--- src/rtl/pipe_addsub_if.sv ---
`default_nettype none
// ============================================================================
// Module   : pipe_addsub_if
// Brief    : Operand/result handshake bundle for the pipelined adder/subtractor.
// Revision : 1.0 - initial release
// ============================================================================
interface pipe_addsub_if #(
    parameter int WIDTH = 16
);
    logic             in_valid;
    logic             in_ready;
    logic [WIDTH-1:0] in_a;
    logic [WIDTH-1:0] in_b;
    logic             in_cin;
    logic             in_sub;
    logic             out_valid;
    logic             out_ready;
    logic [WIDTH-1:0] out_sum;
    logic             out_cout;
    logic             out_ovf;

    modport master (
        output in_valid,
        output in_a,
        output in_b,
        output in_cin,
        output in_sub,
        output out_ready,
        input  in_ready,
        input  out_valid,
        input  out_sum,
        input  out_cout,
        input  out_ovf
    );

    modport slave (
        input  in_valid,
        input  in_a,
        input  in_b,
        input  in_cin,
        input  in_sub,
        input  out_ready,
        output in_ready,
        output out_valid,
        output out_sum,
        output out_cout,
        output out_ovf
    );
endinterface
`default_nettype wire

--- src/rtl/pipe_addsub.sv ---
`default_nettype none
// ============================================================================
// Module   : pipe_addsub
// Brief    : WIDTH-bit adder/subtractor, carry chain split into CHUNK-bit
//            pipeline stages with a valid/ready handshake and global stall.
// Revision : 1.0 - initial release
// ============================================================================
module pipe_addsub #(
    parameter int WIDTH = 16,
    parameter int CHUNK = 4
) (
    input  logic         clk,
    input  logic         rst_n,
    pipe_addsub_if.slave bus
);
    localparam int STAGES = WIDTH / CHUNK;

    generate
        if ((WIDTH % CHUNK) != 0) begin : g_bad_chunk
            $error("pipe_addsub: WIDTH must be an integer multiple of CHUNK");
        end
    endgenerate

    logic             advance;
    logic [WIDTH-1:0] b_in;
    logic             cin_in;

    logic             valid_q [STAGES];
    logic             carry_q [STAGES];
    logic [WIDTH-1:0] a_q     [STAGES];
    logic [WIDTH-1:0] b_q     [STAGES];
    logic [WIDTH-1:0] sum_q   [STAGES];
    logic             ovf_q;

    // Subtraction is folded into the operands once at the input: A + ~B + ~cin.
    always_comb begin
        advance = !valid_q[STAGES-1] || bus.out_ready;
        b_in    = bus.in_sub ? ~bus.in_b : bus.in_b;
        cin_in  = bus.in_sub ? ~bus.in_cin : bus.in_cin;
    end

    generate
        for (genvar k = 0; k < STAGES; k++) begin : g_stage
            logic [WIDTH-1:0] src_a;
            logic [WIDTH-1:0] src_b;
            logic [WIDTH-1:0] src_sum;
            logic             src_c;
            logic             src_v;
            logic [CHUNK:0]   part;
            logic             valid_d;
            logic             carry_d;
            logic [WIDTH-1:0] a_d;
            logic [WIDTH-1:0] b_d;
            logic [WIDTH-1:0] sum_d;

            if (k == 0) begin : g_head
                assign src_a   = bus.in_a;
                assign src_b   = b_in;
                assign src_sum = '0;
                assign src_c   = cin_in;
                assign src_v   = bus.in_valid;
            end else begin : g_body
                assign src_a   = a_q[k-1];
                assign src_b   = b_q[k-1];
                assign src_sum = sum_q[k-1];
                assign src_c   = carry_q[k-1];
                assign src_v   = valid_q[k-1];
            end

            // Operands travel whole so upper chunks stay skewed; finished chunks accumulate in sum.
            always_comb begin
                part    = {1'b0, src_a[k*CHUNK +: CHUNK]}
                        + {1'b0, src_b[k*CHUNK +: CHUNK]}
                        + {{CHUNK{1'b0}}, src_c};
                sum_d   = src_sum;
                sum_d[k*CHUNK +: CHUNK] = part[CHUNK-1:0];
                carry_d = part[CHUNK];
                a_d     = src_a;
                b_d     = src_b;
                valid_d = src_v;
            end

            always_ff @(posedge clk) begin
                if (!rst_n) begin
                    valid_q[k] <= 1'b0;
                    carry_q[k] <= 1'b0;
                    a_q[k]     <= '0;
                    b_q[k]     <= '0;
                    sum_q[k]   <= '0;
                end else if (advance) begin
                    valid_q[k] <= valid_d;
                    carry_q[k] <= carry_d;
                    a_q[k]     <= a_d;
                    b_q[k]     <= b_d;
                    sum_q[k]   <= sum_d;
                end
            end

            if (k == STAGES - 1) begin : g_tail
                logic ovf_d;

                // Carry into the MSB is recovered from the MSB's own sum bit.
                always_comb begin
                    ovf_d = (src_a[WIDTH-1] ^ src_b[WIDTH-1] ^ part[CHUNK-1]) ^ part[CHUNK];
                end

                always_ff @(posedge clk) begin
                    if (!rst_n) begin
                        ovf_q <= 1'b0;
                    end else if (advance) begin
                        ovf_q <= ovf_d;
                    end
                end
            end
        end
    endgenerate

    assign bus.in_ready  = advance;
    assign bus.out_valid = valid_q[STAGES-1];
    assign bus.out_sum   = sum_q[STAGES-1];
    assign bus.out_cout  = carry_q[STAGES-1];
    assign bus.out_ovf   = ovf_q;

endmodule
`default_nettype wire

--- src/flat_wrapper.sv ---
// flat-port wrapper written by rule: the top's interface ports become plain ports
module pipe_addsub_flat 
#(
    parameter int WIDTH = 16,
    parameter int CHUNK = 4
)
  (clk, rst_n, bus_in_valid, bus_in_a, bus_in_b, bus_in_cin, bus_in_sub, bus_out_ready, bus_in_ready, bus_out_valid, bus_out_sum, bus_out_cout, bus_out_ovf);
  pipe_addsub_if #(.WIDTH(WIDTH)) bus_i ();
  input  logic clk;
  input  logic rst_n;
  input wire logic [$bits(bus_i.in_valid)-1:0] bus_in_valid;
  input wire logic [$bits(bus_i.in_a)-1:0] bus_in_a;
  input wire logic [$bits(bus_i.in_b)-1:0] bus_in_b;
  input wire logic [$bits(bus_i.in_cin)-1:0] bus_in_cin;
  input wire logic [$bits(bus_i.in_sub)-1:0] bus_in_sub;
  input wire logic [$bits(bus_i.out_ready)-1:0] bus_out_ready;
  output wire logic [$bits(bus_i.in_ready)-1:0] bus_in_ready;
  output wire logic [$bits(bus_i.out_valid)-1:0] bus_out_valid;
  output wire logic [$bits(bus_i.out_sum)-1:0] bus_out_sum;
  output wire logic [$bits(bus_i.out_cout)-1:0] bus_out_cout;
  output wire logic [$bits(bus_i.out_ovf)-1:0] bus_out_ovf;
  assign bus_i.in_valid = bus_in_valid;
  assign bus_i.in_a = bus_in_a;
  assign bus_i.in_b = bus_in_b;
  assign bus_i.in_cin = bus_in_cin;
  assign bus_i.in_sub = bus_in_sub;
  assign bus_i.out_ready = bus_out_ready;
  assign bus_in_ready = bus_i.in_ready;
  assign bus_out_valid = bus_i.out_valid;
  assign bus_out_sum = bus_i.out_sum;
  assign bus_out_cout = bus_i.out_cout;
  assign bus_out_ovf = bus_i.out_ovf;
  pipe_addsub #(.WIDTH(WIDTH), .CHUNK(CHUNK)) u_core (.clk(clk), .rst_n(rst_n), .bus(bus_i));
endmodule
--- config.mk ---
export PLATFORM = sky130hd
export DESIGN_NAME = pipe_addsub_flat
export DESIGN_NICKNAME = d
export VERILOG_FILES = /design/src/rtl/pipe_addsub_if.sv /design/src/rtl/pipe_addsub.sv /design/src/flat_wrapper.sv
export SDC_FILE = /design/constraint.sdc
export NUM_CORES = 1
export LEC_CHECK = 0
export ABC_AREA = 1
export CAP_MARGIN = 25
export CORE_ASPECT_RATIO = 1.1
export CORE_MARGIN = 5
export CORE_UTILIZATION = 46
export CTS_BUF_LIST = sky130_fd_sc_hd__clkbuf_8
export DETAILED_ROUTE_END_ITERATION = 10
export GPL_TIMING_DRIVEN = 0
export HOLD_SLACK_MARGIN = 0.06
export PLACE_DENSITY = 0.77
export REMOVE_ABC_BUFFERS = 1
export SYNTH_ARGS = -nofsm -noshare
export SYNTH_HDL_FRONTEND = slang
export SYNTH_SLANG_ARGS = --single-unit
--- constraint.sdc ---
create_clock -name clk -period 5.3 [get_ports clk]
set_clock_uncertainty 0.15 [all_clocks]
set_input_delay 1.06 -clock clk [delete_from_list [all_inputs] [get_ports clk]]
set_output_delay 1.06 -clock clk [all_outputs]
set_load 0.05 [all_outputs]
==> results.md <==
* Register share of total power at 0.588
* Hold_sp: u_core.bus.out_ovf$_SDFFE_PN0N_
* Worst Path Buf+Inv at 3
* Num CTS Buffers at 9
* Crit path kind: primary input to output port
* Clock power frac at 0.287
* GR Util All Layers at 0.1131
* Cell mode on critical path: clkdlybuf4s50_1
* # diodes at 0
* Min Tclk post-route at approximately 3.7 ns
* Largest net degree at the start of global routing at between 80 and 90
* Hold buffers post-CTS at 0
* Gr ovfl total at 0
* P_leak at roughly 2.2 nW
* Measured slew at the worst slew-check pin at 0.9474 ns
* Startpoint types: primary input
* Register-to-Register Path Depth at 5
* PostCTS Resize Cnt at 0
* Synth unique cells at 21
* # Max-Cap Violations at 0
* Initial antenna violation count at 0
* Hold/Removal Path Class: flop to flop
* Crit path max-delay cell type: clkdlybuf4s50_1
* TritonCTS clock tree: yes
* Root Buffer: clkbuf_8
* Syn Inst Count at 390
* Power Dens Cells at roughly 290 mW/mm^2
* Core ar. at between 0.009 and 0.01 mm^2
* Final Slew Violations at 0
* Post-DRT Antenna Nets at 0
* Synthesized area per cell at approximately 11 um^2
* Wire length per cell at 10.87 um
* Sequential-to-total area share from yosys stat at 0.6505
* Final GP Congestion at 0.7405
* Remaining DRCs at 0
* Vias in the first global route at roughly 2600
* Power Total at about 1.6 mW
* CP Data Arrival Time at roughly 2.5 ns
* Worst R2R Start: u_core.valid_q[1][1]$_DFFE_PP_
* Die Height at around 110 um
* Logic pwr share at 0.125
* I/O Pins at 58
* Syn. warnings at 0
* CTS sink cnt at 97
* CP Capture Type: output port
* IR drop worst, VDD at ~0.00012 V
* Status: finished clean
* Via count at around 2600
* Place WS at 1.441 ns
* Hold EP: u_core.bus.out_ovf$_SDFFE_PN0N_
* Setup-failing EPs final at 0
* Hold Path Stages at 2
* Site row count at 37
* Final hold violations at 0
* Die width at 103.6 um
* Worst path top cell family by delay: buffers and inverters
* Port buffer count at 57
* Synth Register Bits at 97
* Post-CTS Setup Bufs at 0
* DRT Pass-1 Iters at 4
* Layout cells sized above 1 at 0.06637
* Mapped cell area at about 0.0044 mm^2
* Clock transition at path regs at 0.09 ns
* Delay of the slowest critical-path stage at approximately 0.8 ns
* Slew HR at 0.3684
* Total routed wirelength at around 6 mm
* Setup ws final at 1.599 ns
* First-pass GRT wire length at between 10 and 15 mm
* Internal Power at roughly 1.2 mW
* DRT iter0 DRCs at between 150 and 200
* Sw Share at 0.2313
* Htree depth at 3
* RSZ-0062 raised after global routing: false
* Layout area overhead at 19.17%
* R2R Setup Slk at roughly 3.2 ns
* FILL cells at 793
* Most common cell after layout, fill and taps aside: edfxtp_1
* Starting Density at 0.4716
* RR Endpoint: u_core.sum_q[0][2]$_SDFFCE_PN0P_
* Clk Latency, worst-skew pair at approximately 0.35 ns
* DP HPWL at slightly above 4 mm
* Via density at ~4.5
* Switching power at 0.3593 mW
* Longest Clk Path Bufs at 2
* CP Max Fanout at 2
* CP Cell Sequence: clkdlybuf4s50_1 > inv_1 > nand2_2 > clkdlybuf4s50_1
* Tcrit/Tclk final at 0.6982
* Die outline area at roughly 0.012 mm^2
* Nets at approximately 510
* Commonest non-fill, non-tap cells in the layout: 94 x edfxtp_1, 92 x inv_1, 84 x nor2_1
* Fmax at 270.2 MHz
* Worst path required time at approximately 4.1 ns
==> flip-flops by register name, indices dropped and copies added, names as in the netlist <==
name                flops
u_core.bus.out_ovf      1
u_core.carry_q          4
u_core.a_q             24
u_core.b_q             24
u_core.valid_q          4
u_core.sum_q           40
==> Yosys cell counts <==
master	number	share of area
a21oi_1	14	0.016
buf_2	5	0.0056
buf_4	1	0.0017
buf_6	5	0.013
dfxtp_1	3	0.014
edfxtp_1	94	0.64
fa_1	8	0.036
ha_1	12	0.034
inv_1	92	0.078
inv_2	1	0.00085
nand2_1	23	0.019
nand2_2	2	0.0028
nand3_1	9	0.010
nand3b_1	2	0.0034
nor2_1	84	0.071
nor2_2	10	0.014
nor3b_1	1	0.0017
o21ai_0	5	0.0056
or2_2	2	0.0028
xnor2_1	14	0.028
xor2_1	3	0.0059
==> worst max-delay path by stage <==
stage               slack, ns  cells past startpoint     startpoint                                to
finish                   1.60                      4  bus_out_ready                      bus_in_ready
global route             1.55                      4  bus_out_ready                      bus_in_ready
CTS                      1.58                      4  bus_out_ready                      bus_in_ready
detailed placement       1.44                      7     bus_in_sub  u_core.sum_q[0][1]$_SDFFCE_PN0P_
global placement        -0.64                      2          rst_n    u_core.b_q[0][6]$_SDFFCE_PN0P_
floorplan                0.74                      2  bus_out_ready   u_core.a_q[0][10]$_SDFFCE_PN0P_
==> layout make-up <==
type,count,area (um^2),area share
flip-flops and latches,97,2883,0.5458
clock inverters,6,60.06,0.01137
well taps,117,146.4,0.02772
multi-input cells,189,1129,0.2137
inverters,93,349.1,0.06610
repair buffers,58,590.6,0.1118
clock buffers,9,123.9,0.02345
==> through the flow <==
step	hold WS (ns)	cells	area, um^2	setup TNS, ns	utilization
after floorplan	0.2715	379	4343	0	-
after detailed placement	0.2997	554	5097	0	0.5424
after global placement	0.2843	553	5060	-61.19	0.5384
after global routing	0.3462	569	5281	0	0.5620
after CTS	0.3144	569	5281	0	0.5620
final	0.3112	569	5281	0	0.5620
==> worst register-to-register path, cell delays in order (launching register included) <==
cell,delay (ns)
edfxtp_1,0.42
nand2_2,0.10
nand2_4,0.67
inv_2,0.33
o21ai_0,0.17
a21oi_1,0.06
==> per-layer routing <==
metal / global-route usage / wire (um) / vias up
met5: 0 / 0 / -
met1: 0.1212 / 2511 / 1133
met3: 0.03023 / 334 / 14
li1: - / - / 1328
met2: 0.1994 / 3158 / 84
met4: 0.06737 / 181 / 0
==> cells by family (layout without fill, tap and decap cells) <==
family / count (synthesis) / count (layout) / synth area share
fa+ha+maj: 20 / 20 / 0.07002
xor+xnor: 17 / 17 / 0.03360
compound gates: 19 / 19 / 0.02146
flops: 97 / 97 / 0.6505
buf+inv: 104 / 166 / 0.09881
simple gates: 133 / 133 / 0.1256
==> power groups by stage <==
| stage | clock, mW | sequential [mW] | combinational [mW] |
|---|---|---|---|
| after floorplan | 0 | 0.956 | 0.0979 |
| after global placement | 0 | 0.930 | 0.187 |
| after detailed placement | 0 | 0.932 | 0.194 |
| after CTS | 0.459 | 0.914 | 0.196 |
| after global routing | 0.488 | 0.920 | 0.219 |
| final | 0.445 | 0.914 | 0.194 |
Power figures use the tool's default switching activity.
